$ cat config.mk
export PLATFORM = sky130hd
export DESIGN_NAME = key_event_fifo
export DESIGN_NICKNAME = d
export VERILOG_FILES = /design/src/rtl/key_event_fifo.sv
export SDC_FILE = /design/constraint.sdc
export NUM_CORES = 1
export LEC_CHECK = 0
export ABC_AREA = 1
export BUFFER_PORTS_ARGS = -buffer_cell sky130_fd_sc_hd__clkbuf_2
export CELL_PAD_IN_SITES_DETAIL_PLACEMENT = 1
export CELL_PAD_IN_SITES_GLOBAL_PLACEMENT = 1
export CORE_MARGIN = 3
export CORE_UTILIZATION = 39
export CTS_BUF_LIST = sky130_fd_sc_hd__clkbuf_8
export DETAILED_ROUTE_END_ITERATION = 7
export PLACE_DENSITY = 0.73
export SLEW_MARGIN = 20
export SYNTH_ARGS = -nofsm -noshare
export SYNTH_HDL_FRONTEND = slang
export SYNTH_SLANG_ARGS = --single-unit
$ cat constraint.sdc
create_clock -name clk_i -period 7.34 [get_ports clk_i]
set_input_delay 1.101 -clock clk_i [delete_from_list [all_inputs] [get_ports clk_i]]
set_output_delay 1.101 -clock clk_i [all_outputs]
set_load 0.1 [all_outputs]
$ cat src/rtl/key_event_fifo.sv
// -----------------------------------------------------------------------------
// key_event_fifo
//
// Turns the debounced, active-low key vector into a stream of press/release
// events. The block scans one key per clock and compares it with a stored
// snapshot. Each difference becomes an event byte, which is pushed into a
// small registered FIFO. The host-interface logic drains that FIFO through a
// valid/ready handshake. If the FIFO is full, the scanner waits on the key
// that changed, so no net change is lost.
//
// Event byte: bit7 = 1 for press / 0 for release, bits6:0 = key index.
//
// Ports:
//   clk_i        system clock
//   rst_i        asynchronous, active-high reset
//   keys_i       [KEYS] debounced key states, 1 = released, 0 = pressed
//   evt_data_o   [8] head event, taken straight from FIFO storage
//   evt_valid_o  FIFO non-empty
//   evt_ready_i  consumer takes the head event when high with evt_valid_o
//   evt_count_o  [$clog2(DEPTH)+1] current FIFO occupancy
//   fifo_full_o  occupancy == DEPTH
// -----------------------------------------------------------------------------
module key_event_fifo #(
  parameter int KEYS  = 61,  // 1..128
  parameter int DEPTH = 16,  // power of 2, >= 2
  parameter int IDX_W = 7    // key-index field of the event byte
) (
  input  logic                       clk_i,
  input  logic                       rst_i,
  input  logic [KEYS-1:0]            keys_i,
  output logic [7:0]                 evt_data_o,
  output logic                       evt_valid_o,
  input  logic                       evt_ready_i,
  output logic [$clog2(DEPTH):0]     evt_count_o,
  output logic                       fifo_full_o
);

  localparam int SCAN_W = (KEYS > 1) ? $clog2(KEYS) : 1;
  localparam int PTR_W  = $clog2(DEPTH);
  localparam int CNT_W  = PTR_W + 1;

  // State
  logic [KEYS-1:0]   snap_q,   snap_d;
  logic [SCAN_W-1:0] idx_q,    idx_d;
  logic [PTR_W-1:0]  wr_ptr_q, wr_ptr_d;
  logic [PTR_W-1:0]  rd_ptr_q, rd_ptr_d;
  logic [CNT_W-1:0]  count_q,  count_d;
  logic [7:0]        mem_q [DEPTH];

  // Scan / handshake decode
  logic       key_now;
  logic       changed;
  logic       full;
  logic       push;
  logic       pop;
  logic       advance;
  logic [7:0] evt_word;

  always_comb begin
    // NOTE: every signal assigned in this block gets a default first. If any
    // path skipped a signal, synthesis would infer a latch.
    key_now  = keys_i[idx_q];
    changed  = (key_now != snap_q[idx_q]);
    full     = (count_q == CNT_W'(DEPTH));
    // The push decision uses only the registered count. A pop in the same
    // cycle does not free a slot for this push.
    push     = changed && !full;
    pop      = (count_q != '0) && evt_ready_i;
    // Stall on an unreported change. A key that returned to its snapshot
    // value reads as unchanged, so the scanner moves on with no event.
    advance  = !changed || push;
    evt_word = {~key_now, IDX_W'(idx_q)};

    idx_d    = idx_q;
    snap_d   = snap_q;
    wr_ptr_d = wr_ptr_q;
    rd_ptr_d = rd_ptr_q;
    count_d  = count_q;

    if (advance) begin
      idx_d = (idx_q == SCAN_W'(KEYS - 1)) ? '0 : idx_q + SCAN_W'(1);
    end

    if (push) begin
      snap_d[idx_q] = key_now;
      wr_ptr_d      = wr_ptr_q + PTR_W'(1);
    end

    if (pop) begin
      rd_ptr_d = rd_ptr_q + PTR_W'(1);
    end

    // A push and a pop in the same cycle cancel in the count.
    if (push && !pop) begin
      count_d = count_q + CNT_W'(1);
    end else if (pop && !push) begin
      count_d = count_q - CNT_W'(1);
    end
  end

  // NOTE: sequential state uses non-blocking assignments only. The new
  // values then take effect together at the clock edge, regardless of
  // the order of the statements.
  always_ff @(posedge clk_i or posedge rst_i) begin
    if (rst_i) begin
      snap_q   <= '1;  // all released, which matches the debouncer reset
      idx_q    <= '0;
      wr_ptr_q <= '0;
      rd_ptr_q <= '0;
      count_q  <= '0;
    end else begin
      snap_q   <= snap_d;
      idx_q    <= idx_d;
      wr_ptr_q <= wr_ptr_d;
      rd_ptr_q <= rd_ptr_d;
      count_q  <= count_d;
    end
  end

  // NOTE: storage is normally left unreset. Here it is cleared because the
  // head byte is read combinationally and must read 8'h00 out of reset. The
  // array is only DEPTH bytes, so the extra reset cost is small.
  always_ff @(posedge clk_i or posedge rst_i) begin
    if (rst_i) begin
      for (int i = 0; i < DEPTH; i++) begin
        mem_q[i] <= '0;
      end
    end else if (push) begin
      mem_q[wr_ptr_q] <= evt_word;
    end
  end

  // A new entry never overwrites the head: the FIFO is non-empty and not
  // full, so wr_ptr differs from rd_ptr. The head byte therefore holds
  // steady while the consumer stalls.
  assign evt_data_o  = mem_q[rd_ptr_q];
  assign evt_valid_o = (count_q != '0);
  assign evt_count_o = count_q;
  assign fifo_full_o = full;

endmodule

==> impl_metrics.tcl <==
set metrics [dict create \
    outcome "complete, no violations" \
    worst_path_max_delay_cell "dfrtp_2" \
    cts_buffers 17 \
    seq_area_um2 4880 \
    intPower_uw 2760 \
    area_delta_synth_final_pct 6.50 \
    post-dp-hpwl_um 23000 \
    ff2ff_path_depth 20 \
    pwr-share-seq_pct 28.3 \
    rows 63 \
    seq_area_frac_synth_pct 41.4 \
    rsz0062_at_grt "no" \
    cts_sinks 192 \
    synth_warnings 0 \
    drive_gt1_share_pct 13.4 \
    post_cts_buffers 0 \
    fp.dieW_um 180 \
    drc 0 \
    syn_area_per_cell_um2 7.28 \
    ys.flop_type "dfrtp_1" \
    overflow 0 \
    grt_pass1_wl_um 62200 \
    endpoint_kind "register" \
    wl_per_cell_um 18.6 \
    postSynth.asyncResetShare_pct 100 \
    syn_inst 1620 \
    diodes 0 \
    die_h_um 180 \
    layout_common_cells "nand2_1 (662), nand4_1 (173), nor2_1 (144), dfrtp_1 (128), nand3_1 (98)" \
    clockBufferDepth 2 \
    tightest_slew_ns 1.14 \
    pwr-share-comb_pct 60.4 \
    syn_area_um2 11800 \
    antenna_found_initial 0 \
    portBuffers 77 \
    slew-limit-headroom_pct 23.9 \
    fillerInstances 3781 \
    synth_edf_count 0 \
    antenna_left 0 \
    dieArea_um2 32400 \
    multiInputGateArea_um2 6030 \
    p_leak_uw 0.00625 \
    final_common_cell "nand2_1" \
    worst-setup-path-type "register to register" \
    holdPathStages 2 \
    crit_fanout 95 \
    hold_viol_final 0 \
    period_needed_ns 5.08 \
    grt_pass1_vias 11662 \
    root_buffer "clkbuf_8" \
    globalplace.congestion 0.790 \
    max_cap_viol_count 0 \
    peakVddDrop_mv 0.651 \
    synthesis.nets 1696 \
    cp_cell_sequence "inv_2, nor2_4, nand3_1, nand3_1, o21ai_0, nand2_1, nor2_1, nand2_2, nand2_2, nand2_8, nand2_2, inv_1, ha_1, inv_1, ha_1, a21o_1, a31oi_1, nor2_1, nor2_1, xor2_1" \
    cp-start-kind "register" \
    grt_start_max_net_pins 145 \
    post-route-period-util_pct 69.2 \
    fin_util_pct 42.3 \
    coreArea_um2 29700 \
    finalSetupViolCount 0 \
    skew_ns 0.0205 \
    pwr-share-clk_pct 11.3 \
    io-pin-count 79 \
    crit_required_ns 7.77 \
    fmax_ghz 0.197 \
    initial_core_util_pct 39.7 \
    viasPerCell 5.57 \
    hold_buffers 0 \
    clk_pin_slew_ns 0.12 \
    clk_latency_ns 0.50 \
    wl_um 37500 \
    hold_class "register to register" \
    synth-seq-cells 192 \
    cts_tree "built" \
    drv_slew 0 \
    final_nets 1689 \
    post_cts_resize_count 0 \
    slowest_delay_ns 1.01 \
    p_switching_uw 3970 \
    crit_arrival_ns 5.51 \
    powerDensity_nw_per_um2 536 \
    dr.pass1.iters 7 \
    grtUsageTotal_pct 23.3 \
    swShare_pct 59.0 \
    yosysUniqueCellTypes 40 \
    vias 11225 \
    htree_levels 4 \
    setup_tns_ns 0 \
    drtIter0Drc 739 \
]
## final timing paths
check / from / endpoint / slack [ns]
worst min register to register: snap_q[29]$_DFFE_PP1P_ / snap_q[29]$_DFFE_PP1P_ / 0.47
worst max register to register: idx_q[1]$_DFFE_PP0P_ / evt_count_o[4]$_DFFE_PP0P_ / 2.26
min in group asynchronous: rst_i / mem_q[117]$_DFFE_PP0P_ / 0.74
worst min-delay path: snap_q[29]$_DFFE_PP1P_ / snap_q[29]$_DFFE_PP1P_ / 0.47
max in group asynchronous: rst_i / mem_q[47]$_DFFE_PP0P_ / 5.14
worst max-delay path: idx_q[1]$_DFFE_PP0P_ / evt_count_o[4]$_DFFE_PP0P_ / 2.26
## layout make-up
class,count,area share (%)
Multi-Input combinational cell,1247,48.0
Inverter,66,2.03
Clock buffer,18,1.97
Sequential cell,192,38.9
Tap cell,390,3.88
Clock inverter,14,1.33
Timing Repair Buffer,89,3.88
## synthesized netlist by cell type, types with 11 or more instances
cell type / number / area [um2]
dfrtp_1: 131 / 3280
inv_1: 63 / 236
buf_6: 19 / 214
clkbuf_1: 59 / 221
dfstp_2: 61 / 1600
o221ai_1: 19 / 166
buf_4: 15 / 113
nand3_1: 98 / 490
ha_1: 11 / 138
nand4_1: 173 / 1080
buf_2: 17 / 85.1
o21ai_0: 32 / 160
nor2_1: 144 / 541
nand2_1: 663 / 2490
mux2i_1: 19 / 190
## power by group through the flow
stage               clock network [uW]  logic (uW)  registers [uW]
detailed placement                   0        4060            1920
global placement                     0        3970            1910
global route                       822        4480            1970
finish                             759        4070            1910
CTS                                774        4070            1910
floorplan                            0        3420            1850
## state kept, by name, indices dropped and copies added, names as in the netlist
name / cells
mem_q: 112
snap_q: 61
idx_q: 6
evt_count_o: 5
rd_ptr_q: 4
wr_ptr_q: 4
## worst max-delay path, delay by kind of cell, from the launching register on
kind                       cells  cell delay [ns]
DFF                            1             1.01
and+or+nand+nor               11             2.13
buffers and inverters          3             0.72
AOI/OAI and AO/OA              3             0.48
xor gates and xnor gates       1             0.16
adders and majority gates      2             0.54
## logic make-up (layout without fill, tap and decap cells)
group                    count (synthesis)  count (layout)  share of synthesized area, %
AO/OA/AOI/OAI                           83              83                          4.62
XOR/XNOR                                11              11                         0.817
adder cells (fa/ha/maj)                 12              12                          1.34
buffers and inverters                  181             187                          7.63
flip-flops                             192             192                          41.4
multiplexers                            20              20                          1.71
other                                    1               1                        0.0318
AND/OR/NAND/NOR                       1120            1120                          42.5
## stage by stage
stage / hold WS, ns / setup slack [ns] / instances / total power (uW) / instance area (um2)
2_1_floorplan: 0.437 / 1.11 / 1620 / 5270 / 11800
3_3_place_gp: 0.448 / 2.44 / 1984 / 5880 / 12100
3_5_place_dp: 0.453 / 2.22 / 1984 / 5990 / 12100
4_1_cts: 0.470 / 2.23 / 2016 / 6750 / 12600
5_1_grt: 0.483 / 1.76 / 2016 / 7270 / 12600
6_report: 0.466 / 2.26 / 2016 / 6730 / 12600
## metal layers
metal | vias up | wire length (um) | global-route usage (%)
li1 | 5376 | - | -
met1 | 5550 | 16700 | 30.4
met2 | 238 | 18400 | 40.2
met3 | 61 | 1310 | 2.81
met4 | 0 | 1100 | 8.04
met5 | - | 0 | 0
Power figures use the tool's default switching activity.
